File: config.mk
export PLATFORM = sky130hd
export DESIGN_NAME = ruta_datos_divisor_flat
export DESIGN_NICKNAME = d
export VERILOG_FILES = /design/src/rtl/ruta_datos_divisor_if.sv /design/src/rtl/ruta_datos_divisor.sv /design/src/flat_wrapper.sv
export SDC_FILE = /design/constraint.sdc
export NUM_CORES = 1
export LEC_CHECK = 0
export BUFFER_PORTS_ARGS = -buffer_cell sky130_fd_sc_hd__clkbuf_2
export CAP_MARGIN = 15
export CORE_UTILIZATION = 60
export DETAILED_ROUTE_END_ITERATION = 10
export HOLD_SLACK_MARGIN = 0.02
export PLACE_DENSITY = 0.82
export SETUP_SLACK_MARGIN = 0.02
export SYNTH_ARGS = -nofsm -noshare
export SYNTH_HDL_FRONTEND = slang
export SYNTH_SLANG_ARGS = --single-unit
File: constraint.sdc
create_clock -name reloj -period 7 [get_ports reloj]
set_input_delay 0.35 -clock reloj [delete_from_list [all_inputs] [get_ports reloj]]
set_output_delay 0.35 -clock reloj [all_outputs]
set_load 0.1 [all_outputs]
File: src/rtl/ruta_datos_divisor_if.sv
`timescale 1ns/1ps
`default_nettype none
// ============================================================================
// Module      : ruta_datos_divisor_if
// Description : Bus bundle between the divider control FSM (master) and the
//               divider datapath (slave).
//               master drives: Est (one-hot state), dividendo, divisor
//               slave drives : divisorNoCero, Cont16NoCero, cociente,
//                              residuo, error_div0, listo
// Revision    : 1.0 - initial release
// ============================================================================
interface ruta_datos_divisor_if #(
    parameter int ANCHO = 16
);
    logic [7:0]       Est;
    logic [ANCHO-1:0] dividendo;
    logic [ANCHO-1:0] divisor;
    logic             divisorNoCero;
    logic             Cont16NoCero;
    logic [ANCHO-1:0] cociente;
    logic [ANCHO-1:0] residuo;
    logic             error_div0;
    logic             listo;

    modport master (
        output Est, dividendo, divisor,
        input  divisorNoCero, Cont16NoCero, cociente, residuo, error_div0, listo
    );

    modport slave (
        input  Est, dividendo, divisor,
        output divisorNoCero, Cont16NoCero, cociente, residuo, error_div0, listo
    );
endinterface
`default_nettype wire

File: src/rtl/ruta_datos_divisor.sv
`timescale 1ns/1ps
`default_nettype none
// ============================================================================
// Module      : ruta_datos_divisor
// Description : Restoring shift/subtract divider datapath. Sequenced by an
//               external control FSM through the one-hot state vector Est.
// Ports       : reloj  - clock, datapath updates on rising edge
//               reset  - asynchronous active-low reset
//               bus    - slave side of ruta_datos_divisor_if
//                        (Est, operands in; status flags and results out)
// Revision    : 1.0 - initial release
// ============================================================================
module ruta_datos_divisor #(
    parameter int ANCHO = 16
) (
    input  wire logic            reloj,
    input  wire logic            reset,
    ruta_datos_divisor_if.slave  bus
);

    localparam int                c_CONT_W    = $clog2(ANCHO) + 1;
    localparam logic [c_CONT_W-1:0] c_CONT_INIT = c_CONT_W'(ANCHO);

    // One-hot state encodings of the external control FSM
    localparam logic [7:0] c_ST_IDLE  = 8'b0000_0001;
    localparam logic [7:0] c_ST_CHK   = 8'b0000_0010;
    localparam logic [7:0] c_ST_LOAD  = 8'b0000_0100;
    localparam logic [7:0] c_ST_SHIFT = 8'b0000_1000;
    localparam logic [7:0] c_ST_SUB   = 8'b0001_0000;
    localparam logic [7:0] c_ST_LOOP  = 8'b0010_0000;
    localparam logic [7:0] c_ST_DONE  = 8'b0100_0000;
    localparam logic [7:0] c_ST_WAIT  = 8'b1000_0000;

    logic [ANCHO-1:0]    den_q,  den_d;   // divisor register D
    logic [ANCHO-1:0]    num_q,  num_d;   // dividend / quotient register Q
    logic [ANCHO:0]      rem_q,  rem_d;   // partial remainder R (one extra bit)
    logic [c_CONT_W-1:0] cont_q, cont_d;  // iterations remaining
    logic [ANCHO-1:0]    coc_q,  coc_d;
    logic [ANCHO-1:0]    res_q,  res_d;
    logic                err_q,  err_d;

    logic [ANCHO:0]      w_den_ext;
    logic [ANCHO:0]      w_diff;
    logic                w_ge;

    assign w_den_ext = {1'b0, den_q};
    assign w_diff    = rem_q - w_den_ext;
    assign w_ge      = (rem_q >= w_den_ext);

    always_comb begin
        den_d  = den_q;
        num_d  = num_q;
        rem_d  = rem_q;
        cont_d = cont_q;
        coc_d  = coc_q;
        res_d  = res_q;
        err_d  = err_q;

        // Any vector that is not exactly one of these codes (zero or
        // several bits set) falls to default and every register holds.
        case (bus.Est)
            c_ST_IDLE: begin
                den_d = bus.divisor;
                num_d = bus.dividendo;
            end
            c_ST_CHK: begin
                if (den_q == '0) begin
                    coc_d = '1;
                    res_d = num_q;
                    err_d = 1'b1;
                end
            end
            c_ST_LOAD: begin
                rem_d  = '0;
                cont_d = c_CONT_INIT;
                err_d  = 1'b0;
            end
            c_ST_SHIFT: begin
                // {R,Q} << 1 with zero fill into Q[0]
                rem_d = {rem_q[ANCHO-1:0], num_q[ANCHO-1]};
                num_d = {num_q[ANCHO-2:0], 1'b0};
            end
            c_ST_SUB: begin
                if (w_ge) begin
                    rem_d = w_diff;
                    num_d = {num_q[ANCHO-1:1], 1'b1};
                end
                // Saturate rather than wrap if the FSM ever lingers here
                if (cont_q != '0) begin
                    cont_d = cont_q - 1'b1;
                end
            end
            c_ST_LOOP: begin
            end
            c_ST_DONE: begin
                coc_d = num_q;
                res_d = rem_q[ANCHO-1:0];
                err_d = 1'b0;
            end
            c_ST_WAIT: begin
            end
            default: begin
            end
        endcase
    end

    always_ff @(posedge reloj or negedge reset) begin
        if (!reset) begin
            den_q  <= '0;
            num_q  <= '0;
            rem_q  <= '0;
            cont_q <= '0;
            coc_q  <= '0;
            res_q  <= '0;
            err_q  <= 1'b0;
        end else begin
            den_q  <= den_d;
            num_q  <= num_d;
            rem_q  <= rem_d;
            cont_q <= cont_d;
            coc_q  <= coc_d;
            res_q  <= res_d;
            err_q  <= err_d;
        end
    end

    assign bus.divisorNoCero = |den_q;
    assign bus.Cont16NoCero  = |cont_q;
    assign bus.cociente      = coc_q;
    assign bus.residuo       = res_q;
    assign bus.error_div0    = err_q;
    assign bus.listo         = bus.Est[7];

endmodule
`default_nettype wire

File: src/flat_wrapper.sv
// flat-port wrapper written by rule: the top's interface ports become plain ports
module ruta_datos_divisor_flat 
#(
    parameter int ANCHO = 16
)
  (reloj, reset, bus_Est, bus_dividendo, bus_divisor, bus_divisorNoCero, bus_Cont16NoCero, bus_cociente, bus_residuo, bus_error_div0, bus_listo);
  ruta_datos_divisor_if #(.ANCHO(ANCHO)) bus_i ();
  input  wire logic reloj;
  input  wire logic reset;
  input wire logic [$bits(bus_i.Est)-1:0] bus_Est;
  input wire logic [$bits(bus_i.dividendo)-1:0] bus_dividendo;
  input wire logic [$bits(bus_i.divisor)-1:0] bus_divisor;
  output wire logic [$bits(bus_i.divisorNoCero)-1:0] bus_divisorNoCero;
  output wire logic [$bits(bus_i.Cont16NoCero)-1:0] bus_Cont16NoCero;
  output wire logic [$bits(bus_i.cociente)-1:0] bus_cociente;
  output wire logic [$bits(bus_i.residuo)-1:0] bus_residuo;
  output wire logic [$bits(bus_i.error_div0)-1:0] bus_error_div0;
  output wire logic [$bits(bus_i.listo)-1:0] bus_listo;
  assign bus_i.Est = bus_Est;
  assign bus_i.dividendo = bus_dividendo;
  assign bus_i.divisor = bus_divisor;
  assign bus_divisorNoCero = bus_i.divisorNoCero;
  assign bus_Cont16NoCero = bus_i.Cont16NoCero;
  assign bus_cociente = bus_i.cociente;
  assign bus_residuo = bus_i.residuo;
  assign bus_error_div0 = bus_i.error_div0;
  assign bus_listo = bus_i.listo;
  ruta_datos_divisor #(.ANCHO(ANCHO)) u_core (.reloj(reloj), .reset(reset), .bus(bus_i));
endmodule
==> results of run 1 <==
logic make-up after synthesis:
group           Yosys count
flops                    87
fa+ha+maj                19
mux                      16
buf+inv                  57
simple gates            200
xor+xnor                 14
compound gates          164
area by class of cell:
cell class	count	area, um2	share of cell area
clock buffer	11	141	0.0257
clock inverter	5	41.3	0.00751
inverter	25	93.8	0.0171
multi-input combinational	413	2460	0.448
sequential	87	2180	0.396
tap	102	128	0.0232
timing repair buffer	83	455	0.0828
sequential cells by signal (all words and copies together) (netlist names):
register / flops
u_core.bus.cociente: 16
u_core.bus.error_div0: 1
u_core.bus.residuo: 16
u_core.cont_q: 5
u_core.den_q: 16
u_core.num_q: 16
u_core.rem_q: 17
layer usage:
metal  wire length, um  GRT usage
met5                 0          0
met2              5620      0.474
met4               252      0.108
met1              5210      0.397
met3               516     0.0415
power by group:
part	internal, uW	leakage (uW)	switching [uW]
Clock	142	0.0000866	186
Sequential	578	0.00109	74.0
Combinational	174	0.00148	419
Total	894	0.00266	679
placed cells by master, fill, tap and decap left out, types with 3 or more instances in the layout:
cell and instances:
nand3b_1 3, clkbuf_8 10, nor2b_1 3, xor2_1 6, dfrtp_1 87, a31oi_1 12, a21oi_1 67, nor2_1 77
nand2_1 61, mux2i_1 16, inv_1 25, nand2b_1 3, ha_1 18, and3_1 17, a21o_1 4, clkbuf_2 76
nor4_1 8, nor3_1 3, xnor2_1 8, o21ai_0 14, buf_4 5, o21ai_1 30, a211oi_1 3, o21a_1 6
nand3_1 3, a22oi_1 8, nand4_1 3
Yosys cell counts, types with 3 or more instances:
library cell,n,share of area
nor2_1,77,0.059
ha_1,18,0.046
dfrtp_1,87,0.45
nand3_1,3,0.0031
o21ai_0,14,0.014
nor2b_1,3,0.0038
o21ai_1,30,0.031
nand3b_1,3,0.0046
nand4_1,3,0.0038
xor2_1,6,0.011
a22oi_1,8,0.012
xnor2_1,8,0.014
nor3_1,3,0.0031
a21oi_1,67,0.069
and3_1,17,0.022
a31oi_1,12,0.015
buf_4,3,0.0046
a21o_1,4,0.0061
nand2_1,61,0.047
nor4_1,8,0.010
mux2i_1,16,0.033
clkbuf_1,18,0.014
a211oi_1,3,0.0046
o21a_1,6,0.0092
buf_2,8,0.0082
nand2b_1,3,0.0038
inv_1,25,0.019
through the flow:
step / worst slack (ps) / hold slack [ps] / cells / cell area [um2] / power [uW]
after floorplan: 3960 / 54.4 / 557 / 4880 / 1110
after global placement: 4020 / 491 / 708 / 5280 / 1230
after detailed placement: 3850 / 507 / 708 / 5280 / 1240
after CTS: 4120 / 189 / 724 / 5460 / 1570
after global routing: 3760 / 195 / 726 / 5500 / 1650
final: 4020 / 194 / 726 / 5500 / 1570
final timing paths:
kind                       slack, ps                                  to  cells after the start                          from
max                             4020        u_core.rem_q[12]$_DFFE_PN0P_                     11   u_core.rem_q[0]$_DFFE_PN0P_
min                              190         u_core.den_q[0]$_DFFE_PN0P_                      3                bus_divisor[0]
max reg2reg                     4020        u_core.rem_q[12]$_DFFE_PN0P_                     11   u_core.rem_q[0]$_DFFE_PN0P_
min reg2reg                      530        u_core.cont_q[4]$_DFFE_PN0P_                      2  u_core.cont_q[4]$_DFFE_PN0P_
max in group asynchronous       6010        u_core.den_q[10]$_DFFE_PN0P_                      3                         reset
min in group asynchronous        380  u_core.bus.cociente[1]$_DFFE_PN0P_                      2                         reset
worst reg2reg max path, delay by kind of cell (launching register included):
kind / cells / cell delay [ps]
adders and majority gates: 2 / 610
and+or+nand+nor: 1 / 90
DFF: 1 / 410
buffers and inverters: 2 / 160
AOI/OAI and AO/OA: 5 / 1510
xor gates and xnor gates: 1 / 140
==> summary.md, run 1 <==
| Metric | Value |
|---|---|
| MaxCap Viol Count | `0` |
| Critical Path, Cell by Cell | `inv_1, ha_1, inv_1, fa_1, a211oi_1, o21bai_1, a21oi_1, o311a_1, xnor2_1, nand2_1, a31oi_1` |
| GPL Wtd Cong | `between 0.9 and 1` |
| Adder-cell share of the synthesized area | `0.0502` |
| Most frequent CP cell | `inv_1` |
| Async S/R FF share, synth | `1.00` |
| Worst Tran Pin Value | `~880 ps` |
| Slowest stage delay, CP | `around 470 ps` |
| H-tree depth | `3` |
| Worst EP required | `~7300 ps` |
| Nets@finish | `between 600 and 700` |
| Final Max Slew Viols | `0` |
| Die Y | `92.2 um` |
| Synthesis-stage register bit count | `87` |
| Mapped Cells | `~560` |
| Initial Util | `0.625` |
| Sequential fraction of the synthesis area | `0.446` |
| Xor-xnor portion of the synthesized cell area | `0.0251` |
| DRC errors left | `0` |
| CTS Buf Count | `9` |
| Clock Latency Late Sink | `roughly 360 ps` |
| Worst Setup End Kind | `flip-flop` |
| Initial antenna violation count | `0` |
| Wire length per cell | `16.0 um` |
| Mapped cell area | `about 4900 um2` |
| CTS root buffer | `clkbuf_8` |
| Period utilization | `0.426` |
| Hold Path Class | `in -> reg` |
| CTS tree | `yes` |
| Post-DRT Antenna Nets | `0` |
| Crit path max-delay family | `compound AO/OA/AOI/OAI gates` |
| CTS-repair resized insts | `0` |
| Final setup viols | `0` |
| Max-slew headroom | `0.409` |
| Clk slew on worst S/H paths | `approximately 90 ps` |
| Setup TNS | `0 ps` |
| Overflow after GRT | `0` |
| Main combinational cell family by area after synthesis | `compound AO/OA/AOI/OAI gates` |
| CP max stage cell | `a21oi_1` |
| Drt first pass iters | `5` |
| Pwr Density | `286 nW/um2` |
| First-pass GRT wire length | `19400 um` |
| Ports | `78` |
| DPL Wire Length | `8340 um` |
| CTS Hold Bufs | `0` |
| Fraction of layout cells with a size suffix above 1 | `0.165` |
| Final Core Density | `0.704` |
| Syn_area_per_cell | `8.77 um2` |
| Hold Vio Cnt, Final | `0` |
| Die ar. | `8500 um2` |
| Pin count of the biggest net entering global routing | `88` |
| Number of synthesized flops with an enable pin | `0` |
| N_diodes | `0` |
| Crit path time final | `2980 ps` |
| YS warnings | `0` |
| Layout area overhead | `12.6%` |
| Vias in the first global route | `~4000` |
| CP Buf/Inv Count | `2` |
| DR vias/cell | `just under 6` |
| Compound-Gate Fraction of Synth Area | `0.198` |
| Leak | `between 0.002 and 0.003 uW` |
| Cell Rows | `32` |
| Clock Tree Buf Depth | `2` |
| Total setup buffers inserted after CTS | `0` |
| Clock sink total | `87` |
| Syn_nets | `between 600 and 700` |
| Clock Skew | `~10 ps` |
| Unrepaired setup endpoints after global routing | `false` |
| Crit-path max FO | `5` |
| Die Wd | `92.2 um` |
| Placeable Area | `a little under 8000 um2` |
| DRT Wirelength | `11600 um` |
| Simple-gate share of the synthesized area | `0.197` |
| Most common flop cell mapped by yosys | `dfrtp_1` |
| Crit path DAT | `between 3000 and 4000 ps` |
| Routed vias | `approximately 4300` |
| Multiplexer area fraction after synthesis | `0.0328` |
| GR Util All Layers | `0.291` |
| Netlist cell types | `56` |
| F_max | `roughly 0.34 GHz` |
| Filler Cell Count | `between 500 and 600` |
| Initial DRC count | `between 200 and 300` |
| Status | `complete, no violations` |
| Crit start category | `flip-flop` |
| IO Port Bufs | `just under 80` |
| Critical path type | `reg -> reg` |
| Max VDD drop | `approximately 0.00014 V` |
No activity file was read; power rests on OpenSTA's default activity.
==> run 2: changes to the inputs <==
--- a/config.mk
+++ b/config.mk
@@ -7,10 +7,10 @@
 export LEC_CHECK = 0
 export BUFFER_PORTS_ARGS = -buffer_cell sky130_fd_sc_hd__clkbuf_2
 export CAP_MARGIN = 15
-export CORE_UTILIZATION = 60
+export CORE_UTILIZATION = 52
 export DETAILED_ROUTE_END_ITERATION = 10
 export HOLD_SLACK_MARGIN = 0.02
-export PLACE_DENSITY = 0.82
+export PLACE_DENSITY = 0.75
 export SETUP_SLACK_MARGIN = 0.02
 export SYNTH_ARGS = -nofsm -noshare
 export SYNTH_HDL_FRONTEND = slang
==> constraint.sdc (replaced) <==
create_clock -name reloj -period 2.7 [get_ports reloj]
set_input_delay 0.135 -clock reloj [delete_from_list [all_inputs] [get_ports reloj]]
set_output_delay 0.135 -clock reloj [all_outputs]
set_load 0.1 [all_outputs]
==> run 2 against run 1 <==
  * Final cell count grew 4.0%
  * First-iteration DRC count increased by 18%
  * Maximum frequency grew 19%
  * Die area is 15% higher
  * Largest power group unchanged
  * Hold slack worse by 61 ps
  * Sequential share of layout area fell by 2.0 points
  * Register-to-register slack got worse by 3800 ps
  * Count of clock-buffer cells in the layout shrank 1
==> summary.md, run 2 (synthesis gave the netlist of run 1 again) <==
| Metric | Value |
|---|---|
| Final Core Density | `0.651` |
| Critical Path, Cell by Cell | `inv_1, ha_1, inv_1, fa_2, a211oi_2, o21bai_1, a21oi_1, buf_4, a21oi_1, xor2_1, a22oi_1, a21oi_1` |
| Slowest stage delay, CP | `approximately 400 ps` |
| Drt first pass iters | `4` |
| Worst hold slack | `~130 ps` |
| Crit path DAT | `roughly 2700 ps` |
| Clk network pwr share | `0.248` |
| Sw power | `between 1500 and 2000 uW` |
| Clock sink total | `87` |
| Hold Path Class | `in -> reg` |
| H-tree depth | `3` |
| Worst EP required | `~3000 ps` |
| Largest register FFs | `17` |
| DPL Wire Length | `approximately 8500 um` |
| Filler Cell Count | `742` |
| Switching portion of total power | `0.415` |
| Initial antenna violation count | `0` |
| Max-slew headroom | `0.575` |
| Commonest non-fill, non-tap cell in the layout | `dfrtp_1` |
| Seq pwr share | `0.389` |
| Clk slew on worst S/H paths | `90 ps` |
| Die Wd | `98.9 um` |
| Nets@finish | `703` |
| Final Max Slew Viols | `0` |
| MaxCap Viol Count | `0` |
| CTS root buffer | `clkbuf_8` |
| F_max | `between 0.3 and 0.4 GHz` |
| Period utilization | `0.929` |
| Crit-path max FO | `5` |
| Vias in the first global route | `between 4000 and 5000` |
| Pin count of the biggest net entering global routing | `66` |
| Status | `complete, no violations` |
| Internal reg-to-reg setup slack | `190 ps` |
| Initial Util | `0.549` |
| CTS Buf Count | `9` |
| Layout area overhead | `18.4%` |
| Leak | `0.00279 uW` |
| Post-DRT Antenna Nets | `0` |
| CP max stage cell | `dfrtp_1` |
| Cell Rows | `34` |
| Clock Skew | `about 16 ps` |
| Fraction of layout cells with a size suffix above 1 | `0.175` |
| GR Util All Layers | `0.264` |
| Die ar. | `9780 um2` |
| Unrepaired setup endpoints after global routing | `false` |
| First-pass GRT wire length | `20300 um` |
| Most frequent CP cell | `a21oi_1` |
| Die Y | `98.9 um` |
| Worst Setup End Kind | `flip-flop` |
| Final setup viols | `0` |
| Worst Tran Pin Value | `between 600 and 700 ps` |
| CTS tree | `yes` |
| Crit path time final | `around 2500 ps` |
| Initial DRC count | `between 200 and 300` |
| Register with the most flip-flops | `u_core.rem_q` |
| Wire length per cell | `roughly 16 um` |
| Clock Tree Buf Depth | `2` |
| DR vias/cell | `~6` |
| Pwr Density | `~750 nW/um2` |
| Placeable Area | `~8900 um2` |
| GPL Wtd Cong | `just over 0.9` |
| Logic pwr share | `0.363` |
| Hold Vio Cnt, Final | `0` |
| Pint | `about 2500 uW` |
| Clock Latency Late Sink | `360 ps` |
| Overflow after GRT | `0` |
| Ports | `just under 80` |
| IO Port Bufs | `77` |
| N_diodes | `0` |
| Routed vias | `4409` |
| Total setup buffers inserted after CTS | `0` |
| Crit start category | `flip-flop` |
| DRT Wirelength | `about 12000 um` |
| Critical path type | `reg -> reg` |
| DRC errors left | `0` |
| Max VDD drop | `around 0.00034 V` |
| Most frequent cells in the layout | `dfrtp_1, nor2_1, clkbuf_2` |
run 2: repair_timing:
action	CTS	global route
gates resized for setup	0	2
setup endpoints to repair	0	5
hold endpoints to repair	54	0
hold buffers	17	0
run 2: layout make-up:
type | instances | area [um2] | area share
multi-input combinational | 413 | 2470 | 0.427
sequential | 87 | 2180 | 0.376
timing repair buffer | 106 | 673 | 0.116
clock buffer | 10 | 138 | 0.0238
tap | 108 | 135 | 0.0234
clock inverter | 6 | 97.6 | 0.0169
inverter | 25 | 93.8 | 0.0162
run 2: final timing paths:
check                           cells past startpoint                                  to                          from
worst max-delay path                               12         u_core.rem_q[8]$_DFFE_PN0P_   u_core.rem_q[0]$_DFFE_PN0P_
worst min-delay path                                4         u_core.num_q[0]$_DFFE_PN0P_              bus_dividendo[0]
worst max register to register                     12         u_core.rem_q[8]$_DFFE_PN0P_   u_core.rem_q[0]$_DFFE_PN0P_
worst min register to register                      2        u_core.cont_q[1]$_DFFE_PN0P_  u_core.cont_q[1]$_DFFE_PN0P_
max in group asynchronous                           3         u_core.rem_q[1]$_DFFE_PN0P_                         reset
min in group asynchronous                           2  u_core.bus.cociente[3]$_DFFE_PN0P_                         reset
run 2: critical path: cells and delay by family (launching register included):
kind                     cells  cell delay (ps)
XOR/XNOR                     1              180
buffers and inverters        3              320
adder cells (fa/ha/maj)      2              540
AO/OA/AOI/OAI                6              940
flip-flops                   1              400
run 2: per-layer routing:
metal | share of wire | up-vias | wire, um | track usage
met5 | 0 | - | 0 | 0
met4 | 0.024 | 0 | 295 | 0.0953
met3 | 0.053 | 20 | 651 | 0.0426
met2 | 0.48 | 151 | 5890 | 0.430
met1 | 0.44 | 2102 | 5420 | 0.358
li1 | - | 2136 | - | -
run 2: power groups by stage:
stage	clock [uW]	sequential (uW)	combinational, uW
after floorplan	0	2130	744
after global placement	0	1700	1500
after detailed placement	0	1710	1530
after CTS	1090	1690	1560
after global routing	1160	1720	1690
final	1070	1690	1580
run 2: per-stage QoR:
| stage | setup TNS, ps | worst slack, ps | instances | cell area, um2 | total power (uW) |
|---|---|---|---|---|---|
| after floorplan | -8340 | -326 | 557 | 4880 | 2870 |
| after global placement | 0 | 207 | 722 | 5370 | 3210 |
| after detailed placement | 0 | 117 | 722 | 5370 | 3240 |
| after CTS | 0 | 32.9 | 755 | 5780 | 4340 |
| after global routing | 0 | 52.2 | 755 | 5780 | 4570 |
| final | 0 | 191 | 755 | 5780 | 4340 |
==> run 3: changes to the inputs <==
--- a/config.mk
+++ b/config.mk
@@ -7,10 +7,10 @@
 export LEC_CHECK = 0
 export BUFFER_PORTS_ARGS = -buffer_cell sky130_fd_sc_hd__clkbuf_2
 export CAP_MARGIN = 15
-export CORE_UTILIZATION = 52
+export CORE_UTILIZATION = 46
 export DETAILED_ROUTE_END_ITERATION = 10
 export HOLD_SLACK_MARGIN = 0.02
-export PLACE_DENSITY = 0.75
+export PLACE_DENSITY_LB_ADDON = 0.25
 export SETUP_SLACK_MARGIN = 0.02
 export SYNTH_ARGS = -nofsm -noshare
 export SYNTH_HDL_FRONTEND = slang
==> run 3 against run 2 <==
  * Setup slack better by 69 ps
  * Combinational power about the same
  * Critical path depth down 4
  * Wire length down 1.4%
  * Count of clock-buffer cells in the layout up 3
  * Critical path type unchanged
==> summary.md, run 3 (synthesis gave the netlist of run 1 again) <==
| Metric | Value |
|---|---|
| Overflow after GRT | `0` |
| Die Y | `105 um` |
| Placeable Area | `between 10000 and 15000 um2` |
| Die Wd | `roughly 110 um` |
| Period utilization | `0.904` |
| Register with the most flip-flops | `u_core.rem_q` |
| DP Worst Slack | `~140 ps` |
| IO Port Bufs | `77` |
| DRT Wirelength | `12100 um` |
| Unrepaired setup endpoints after global routing | `false` |
| Worst Setup End Kind | `flip-flop` |
| Pint | `about 2400 uW` |
| Wire length per cell | `15.4 um` |
| GPL Wtd Cong | `around 0.90` |
| Crit path DAT | `~2700 ps` |
| Pin count of the biggest net entering global routing | `66` |
| Seq pwr share | `0.405` |
| Largest register FFs | `17` |
| Leak | `roughly 0.0028 uW` |
| Min setup slack post-route | `260 ps` |
| Critical Path, Cell by Cell | `ha_1, and4_1, and3_1, a41oi_1, nand2_1, o221a_4, nor2_1, a31oi_1` |
| Clock Skew | `6.44 ps` |
| DRC errors left | `0` |
| CTS tree | `yes` |
| Met3 WL | `slightly above 500 um` |
| MaxCap Viol Count | `0` |
| Slowest stage delay, CP | `450 ps` |
| DPL Wire Length | `approximately 8600 um` |
| Pwr Density | `between 700 and 800 nW/um2` |
| CTS Buf Count | `9` |
| Clk slew on worst S/H paths | `90 ps` |
| Crit path time final | `2440 ps` |
| Commonest non-fill, non-tap cell in the layout | `dfrtp_1` |
| Worst EP required | `2980 ps` |
| Routed vias | `~4300` |
| Die ar. | `roughly 11000 um2` |
| Hold Path Class | `in -> reg` |
| Layout area overhead | `18.6%` |
| Initial antenna violation count | `0` |
| GR Util All Layers | `0.231` |
| Ports | `between 70 and 80` |
| Logic pwr share | `0.377` |
| Drt first pass iters | `5` |
| CTS root buffer | `clkbuf_8` |
| Total power | `approximately 4200 uW` |
| Initial DRC count | `about 280` |
| Post-DRT Antenna Nets | `0` |
| Top sig layer | `met4` |
| H-tree depth | `3` |
| Switching portion of total power | `0.417` |
| F_max | `between 0.4 and 0.5 GHz` |
| Status | `complete, no violations` |
| WL met2 | `approximately 5600 um` |
| Max VDD drop | `0.000372 V` |
| Hold Vio Cnt, Final | `0` |
| Vias in the first global route | `between 4000 and 5000` |
| Clock Latency Late Sink | `between 300 and 400 ps` |
| Clock sink total | `between 80 and 90` |
| Sw power | `roughly 1700 uW` |
| CP max stage cell | `ha_1` |
| Fraction of layout cells with a size suffix above 1 | `0.173` |
| Clock Tree Buf Depth | `2` |
| Crit start category | `flip-flop` |
| Most frequent cells in the layout | `dfrtp_1, nor2_1, clkbuf_2` |
| Crit-path max FO | `32` |
| Cell Rows | `37` |
| WL met1 | `5560 um` |
| Initial Util | `0.473` |
| DR vias/cell | `approximately 5.5` |
| N_diodes | `0` |
| Final setup viols | `0` |
| Nets@finish | `about 710` |
| Clk network pwr share | `0.219` |
| Critical path type | `reg -> reg` |
| Setup TNS | `0 ps` |
| Max-slew headroom | `0.522` |
| First-pass GRT wire length | `between 20000 and 25000 um` |
| Worst Tran Pin Value | `approximately 720 ps` |
| Final Max Slew Viols | `0` |
## run 3: cell types whose count changed in the layout (fill, tap and decap cells not counted), sizes merged
cell / delta
clkbuf: +3
clkinvlp: +1
clkinv: +1
inv: -4
bufinv: -1
buf: +2
## run 3: area by class of cell
class | instances | area [um2]
inverter | 25 | 93.8
clock buffer | 13 | 149
clock inverter | 3 | 42.5
sequential | 87 | 2180
fill | 945 | 4530
timing repair buffer | 108 | 688
tap | 136 | 170
multi-input combinational | 413 | 2470
## run 3: power by group through the flow
stage / Combinational, uW / Clock [uW] / Sequential [uW]
detailed placement: 1530 / 0 / 1710
global route: 1700 / 984 / 1720
finish: 1570 / 914 / 1690
floorplan: 744 / 0 / 2130
CTS: 1560 / 931 / 1680
global placement: 1520 / 0 / 1700
## run 3: repair_timing
action / in CTS / in global routing
setup endpoints to repair: 0 / 6
gates resized for setup: 0 / 2
hold buffers: 17 / 0
buffers inserted: 0 / 1
hold endpoints to repair: 69 / 0
## run 3: routing by layer
layer	GRT usage	up-vias
li1	-	2136
met1	0.314	2061
met2	0.360	123
met3	0.0362	29
met4	0.109	0
met5	0	-
## run 3: path summary, 6_finish.rpt
path                                                          end                          from  slack, ps  depth (start not counted)
max in group asynchronous       u_core.bus.residuo[4]$_DFFE_PN0P_                         reset       1600                          3
min in group asynchronous             u_core.num_q[1]$_DFFE_PN0P_                         reset        360                          2
worst min-delay path                  u_core.num_q[0]$_DFFE_PN0P_              bus_dividendo[0]        120                          4
worst max register to register       u_core.rem_q[12]$_DFFE_PN0P_   u_core.rem_q[9]$_DFFE_PN0P_        260                          8
worst max-delay path                 u_core.rem_q[12]$_DFFE_PN0P_   u_core.rem_q[9]$_DFFE_PN0P_        260                          8
worst min register to register       u_core.cont_q[0]$_DFFE_PN0P_  u_core.cont_q[0]$_DFFE_PN0P_        520                          1
## run 3: stage by stage
| stage | std cells | instance area (um2) | util | hold WS, ps |
|---|---|---|---|---|
| finish | 785 | 5790 | 0.561 | 116 |
| global route | 785 | 5790 | 0.561 | 124 |
| CTS | 784 | 5780 | 0.559 | 114 |
| detailed placement | 751 | 5410 | 0.524 | 239 |
| global placement | 751 | 5410 | 0.524 | 236 |
| floorplan | 557 | 4880 | - | -161 |
## run 3: worst max-delay path, delay by kind of cell (launching register included)
family	cells	cell delay (ps)
and+or+nand+nor	4	760
AOI/OAI and AO/OA	3	710
adders and majority gates	1	450
DFF	1	440
